===== src/rtl/countdown_timer.sv =====
// countdown_timer
//   Loadable down-counter with enable. A start loads load_val and enters RUN;
//   each enabled cycle decrements the count. When the count leaves 1 a
//   one-cycle done pulse is emitted and the timer either stops (one-shot) or
//   reloads the value captured at start (periodic tick).
//
// Ports
//   clk       in   1      system clock, rising edge
//   rst_n     in   1      asynchronous active-low reset
//   start     in   1      load load_val and begin counting
//   stop      in   1      abort counting, hold current count (wins over start)
//   en        in   1      decrement enable while running
//   reload    in   1      1 = auto-reload on expiry, 0 = one-shot
//   load_val  in   WIDTH  start / reload value, captured when start is taken
//   count     out  WIDTH  current counter value (registered)
//   busy      out  1      high while in RUN (registered state)
//   done      out  1      one-cycle expiry pulse (registered)
module countdown_timer #(
  parameter int WIDTH = 4
) (
  input  logic             clk,
  input  logic             rst_n,
  input  logic             start,
  input  logic             stop,
  input  logic             en,
  input  logic             reload,
  input  logic [WIDTH-1:0] load_val,
  output logic [WIDTH-1:0] count,
  output logic             busy,
  output logic             done
);

  typedef enum logic {IDLE = 1'b0, RUN = 1'b1} state_t;

  state_t           state, state_nxt;
  logic [WIDTH-1:0] count_q, count_nxt;
  logic [WIDTH-1:0] rld_val, rld_nxt;
  logic             done_q, done_nxt;

  // State and datapath registers
  always_ff @(posedge clk or negedge rst_n) begin
    if (!rst_n) begin
      state   <= IDLE;
      count_q <= '0;
      rld_val <= '0;
      done_q  <= 1'b0;
    end else begin
      state   <= state_nxt;
      count_q <= count_nxt;
      rld_val <= rld_nxt;
      done_q  <= done_nxt;
    end
  end

  // Next-state / next-data logic. Priority: stop > start > en.
  always_comb begin
    state_nxt = state;
    count_nxt = count_q;
    rld_nxt   = rld_val;
    done_nxt  = 1'b0;
    if (stop) begin
      // Abort: count freezes, no done, drop to IDLE (no-op when already idle).
      state_nxt = IDLE;
    end else if (start) begin
      if (load_val != '0) begin
        count_nxt = load_val;
        rld_nxt   = load_val;
        state_nxt = RUN;
      end else begin
        // Zero load expires immediately and never enters RUN.
        count_nxt = '0;
        done_nxt  = 1'b1;
        state_nxt = IDLE;
      end
    end else if (state == RUN && en) begin
      if (count_q > WIDTH'(1)) begin
        count_nxt = count_q - WIDTH'(1);
      end else if (count_q == WIDTH'(1)) begin
        done_nxt = 1'b1;
        if (reload) begin
          count_nxt = rld_val;
        end else begin
          count_nxt = '0;
          state_nxt = IDLE;
        end
      end else begin
        // Count of 0 in RUN is unreachable (loads are non-zero); fall back
        // to IDLE rather than wrapping.
        state_nxt = IDLE;
      end
    end
  end

  // Outputs: all come straight from registers.
  always_comb begin
    count = count_q;
    busy  = (state == RUN);
    done  = done_q;
  end

endmodule


===== config.mk =====
export PLATFORM = sky130hd
export DESIGN_NAME = countdown_timer
export DESIGN_NICKNAME = d
export VERILOG_FILES = /design/src/rtl/countdown_timer.sv
export SDC_FILE = /design/constraint.sdc
export NUM_CORES = 1
export LEC_CHECK = 0
export CAP_MARGIN = 5
export CORE_AREA = 3 3 46 48
export DETAILED_ROUTE_END_ITERATION = 10
export DIE_AREA = 0 0 49 51
export MAX_ROUTING_LAYER = met4
export RECOVER_POWER = 25
export SYNTH_ARGS = -nofsm -noshare
export SYNTH_HDL_FRONTEND = slang
export SYNTH_SLANG_ARGS = --single-unit

===== constraint.sdc =====
create_clock -name clk -period 4.8 [get_ports clk]
set_clock_uncertainty 0.1 [all_clocks]
set_input_delay 0.48 -clock clk [delete_from_list [all_inputs] [get_ports clk]]
set_output_delay 0.48 -clock clk [all_outputs]
set_load 0.01 [all_outputs]

Word level (Yosys, flattened, before mapping) --
Cells that the tools add are included.
Cells by class: add/subtract/negate cells 1, magnitude comparators 1, equality and inequality tests 3, multiplexer cells 19, bitwise operators 1, reductions and logical operators 8
Operator list (number):
- $mux W4 | 6
- $mux W1 | 13
- $reduce_and A3 Y1 | 3
- $reduce_bool A3 Y1 | 2
- $eq A4 B1 Y1 const B | 1
- $gt A4 B1 Y1 const B | 1
- $ne A4 B4 Y1 const B | 1
- $reduce_bool A4 Y1 | 1
- $sub A4 B1 Y4 const B | 1
- $ne A3 B3 Y1 const B | 1
- $reduce_bool A2 Y1 | 1
- $logic_and A1 B1 Y1 | 1
- $not A1 Y1 | 1
Word-level totals: flip-flop bits (word level) 10, input port bits 10

Depth between registers and ports, before layout --
word-level depth 6, mapped depth 6, mapped depth without buffers 6

Least setup slack after synthesis --
OpenSTA, ideal clock, no wires.
path kind reg2reg, start register count_q[0], in the netlist count[0], end register count_q[0], in the netlist count[0], setup time 0.126 ns, arrival 1.643 ns, required time 4.574 ns, setup slack 2.931 ns, stages on the path, launching flop included 6, cells stage by stage dfrtp_1 inv_1 ha_1 nor4b_1 or4_4 o311a_1
On the way: cells in the longest elaborated chain, start to end 4
Ends and longest elaborated chain:
- start: declaration | RTL line 36 | logic [WIDTH-1:0] count_q, count_nxt;
- start signal: assignment | RTL line 49 | count_q <= count_nxt;
- $sub A4 B1 Y4 / $gt A4 B1 Y1 (equally long branches) | RTL line 77, 76
- $mux W4 | RTL line 76 | if (count_q > WIDTH'(1)) begin
- $mux W4 | RTL line 75 | end else if (state == RUN && en) begin
- $mux W4 | RTL line 64 | end else if (start) begin
Parallel ways exist; a longest one is shown, timed or not. The select of a mux whose other input is x is not followed. A chain may end at the register's enable or synchronous reset.

Final worst setup path --
start input port load_val[0], end register rld_val[1]
On the way: cells in the longest elaborated chain, start to end 2
Ends and longest elaborated chain:
- start: declaration | RTL line 27 | input logic [WIDTH-1:0] load_val,
- $reduce_bool A4 Y1 | RTL line 65 | if (load_val != '0) begin
- $reduce_and A3 Y1 (no line)
- end signal: assignment | RTL line 50 | rld_val <= rld_nxt;
- end: declaration | RTL line 37 | logic [WIDTH-1:0] rld_val, rld_nxt;
No other way between the ends.

==> flow_summary.yaml <==
floorplanning:
  design.portCount: 16
  die_x_um: 49
  placement_rows: 15
  floorplan.die_area_sq_mm: 0.00250
  initial_core_util: 0.350
  die_y_um: 51
  core_region_sq_mm: 0.00175
placement:
  hpwlAfterDp_um: 1080
  port-buffer-count: 15
  globalplace.congestion: 0.838
critical_path:
  timing.setup.critical_path_class: "input port to register"
  cp_max_fo: 4
  crit_family: "simple AND/OR/NAND/NOR gates"
  timing.critical_path.arrival_ps: 2020
  cp_num_buf_inv: 1
  crit_path_cell_trace: "clkdlybuf4s50_1 > or4_1 > nand2_1 > mux2_2"
  endpoint_kind: "register"
  cp-start-kind: "input port"
  cp_slowest_stage_delay_ps: 580
  slowest_stage: "or4_1"
  critical_path_required_ps: 4850
run_status:
  outcome: "finished, final reports clean"
final_layout:
  nets: 96
  syn2layout_area_growth_pct: 33.0
  final_layout_size_suffix_gt1_frac: 0.133
  layout.area.seq_sq_um: 250
  inserted_diodes: 0
  multi_input_area_sq_um: 325
  n_fill_cell: 166
cts:
  cts_tree: "done"
  cts-root-to-sink-buffers: 2
  cts_htree_levels: 1
  cts-hold-fix-buffers: 0
  clock_latency_ps: 270
  cts_made_buffers: 3
  cts-root-buf: "clkbuf_4"
  cts.clk_slew.worst_paths_ps: 70
  cts_num_sinks: 10
  postCtsSetupBuffers: 0
  ctsResizeCount: 0
global_routing:
  grt_first_pass_wirelength_um: 2500
  grt.met3_usage: 0.0408
  grt_antenna_before_repair: 0
  grt_pass1_vias: 540
  grt_use_met1: 0.170
  grt_util_all_layers: 0.134
  grt_max_degree: 11
  gr_busiest_metal: "met2"
  grt.met2_usage: 0.206
  globalRouteOverflowTotal: 0
yosys:
  yosysSeqAreaShare: 0.410
  ys_seq_elements: 10
  synthesis.instances: 66
  asyncSetResetFlopFracSynth: 1.00
  synthDistinctLibCells: 26
  postSynth.topFlopCell: "dfrtp_1"
  count_of_flip_flops_with_a_built_in_enable_after_synthesis: 0
  yosysWarnings: 0
  syn_nets: 78
  post_synth_instance_area_sq_um: 611
  mean_syn_cell_area_sq_um: 9.25
power:
  vdd.ir_drop.worst_uv: 160
  power.internal_mw: 0.193
  switching_share: 0.322
  static-leakage-power_nw: 0.342
  power_frac_comb: 0.329
  clock_power_share: 0.271
  power_frac_seq: 0.400
  p_per_area_mw_per_mm2: 350
  p_switching_mw: 0.0916
sta:
  timing.slew.headroom: 0.690
  hold_violation_total_from_the_final_report: 0
  timing.hold.ws_ps: 424
  report.final.slew_viol_count: 0
  max_freq_ghz: 0.506
  layout_min_cycle_time_ps: 1980
  final_total_negative_setup_slack_ps: 0
  min_period_over_period: 0.411
  rsz0062_at_grt: "false"
  tightestPinTransition_ps: 464
  setup_viol_count_final: 0
routing:
  finalWirelength_um: 1450
  drt_iter0_markers: 43
  route.detailed.wl_per_inst_um: 13.4
  route.vias.total: 591
  pre_antenna_drt_iters: 4
  vias_per_cell: 5.47
  drcViolationCount: 0
  drt.antenna.violating_nets: 0
min_path:
  hp-class: "register to register"
flow_run:
  cap_viol_max_count: 0
routing by layer:
metal,share of wire,wire length [um]
met2,0.48,699
met5,0,0
met1,0.42,614
met3,0.084,122
met4,0.0076,11
cell type report:
cell class,instances,share of cell area
Multi-Input combinational cell,49,0.401
Sequential cell,10,0.308
Timing Repair Buffer,15,0.185
Clock buffer,4,0.0447
Tap cell,25,0.0385
Inverter,5,0.0231
placed cells by master, fill, tap and decap left out, drive strengths merged, types with 2 or more instances in the layout:
master         instances
clkdlybuf4s50         14
dfrtp                 10
nor2                   8
nand2                  7
inv                    5
a21oi                  5
clkbuf                 4
mux2                   3
a22o                   3
nor3                   3
o21ai                  3
nand4b                 2
o211ai                 2
ha                     2
or4                    2
power by group through the flow:
stage                     sequential, mW  clock, mW  combinational [mW]
after floorplan                    0.113          0              0.0548
after global placement             0.115          0              0.0941
after detailed placement           0.114          0              0.0928
after CTS                          0.113     0.0795              0.0936
after global routing               0.116     0.0839               0.103
final                              0.114     0.0771              0.0934
state kept, by name, summed over array words and instances, names as in the netlist:
| register | count |
|---|---|
| rld_val | 4 |
| done | 1 |
| count | 4 |
| busy | 1 |
synthesized netlist by cell type (2+ instances only):
library cell | count | area share
ha_1 | 2 | 0.041
nor3_1 | 3 | 0.025
mux2_2 | 3 | 0.055
dfrtp_1 | 10 | 0.41
nand2_1 | 7 | 0.043
o21ai_0 | 2 | 0.016
a21oi_1 | 5 | 0.041
nor2_1 | 8 | 0.049
a22o_1 | 3 | 0.043
o211ai_1 | 2 | 0.025
nand4b_1 | 2 | 0.029
inv_1 | 5 | 0.031
path summary, 6_finish.rpt:
kind | start | endpoint | slack [ps] | cells after the start
worst max-delay path | load_val[0] | rld_val[1] | 2820 | 4
worst min-delay path | rld_val[0] | rld_val[0] | 420 | 1
worst max register to register | count[0] | count[0] | 2840 | 5
worst min register to register | rld_val[0] | rld_val[0] | 420 | 1
max in group asynchronous | rst_n | rld_val[2] | 3780 | 1
min in group asynchronous | rst_n | count[3] | 490 | 1
cells by family (layout without fill, tap and decap cells):
group,Yosys count,after routing,synth area share
compound gates,17,17,0.197
fa+ha+maj,2,2,0.0410
buf+inv,7,24,0.0574
flops,10,10,0.410
mux,3,3,0.0553
simple gates,27,27,0.240
worst reg2reg max path, delay by kind of cell (launching register included):
kind / cells / cell delay [ps]
AO/OA/AOI/OAI: 1 / 360
AND/OR/NAND/NOR: 2 / 620
adder cells (fa/ha/maj): 1 / 280
buffers and inverters: 1 / 80
flip-flops: 1 / 410
stage by stage:
| step | instance area, sq um | util | setup slack (ps) | total power [mW] | std cells |
|---|---|---|---|---|---|
| 6_report | 812 | 0.465 | 2820 | 0.284 | 108 |
| 5_1_grt | 812 | 0.465 | 2710 | 0.303 | 108 |
| 4_1_cts | 812 | 0.465 | 2840 | 0.286 | 108 |
| 3_5_place_dp | 776 | 0.444 | 2560 | 0.207 | 104 |
| 3_3_place_gp | 776 | 0.444 | 2580 | 0.209 | 104 |
| 2_1_floorplan | 611 | - | 2930 | 0.168 | 66 |
(Power assumes the default switching activity.)
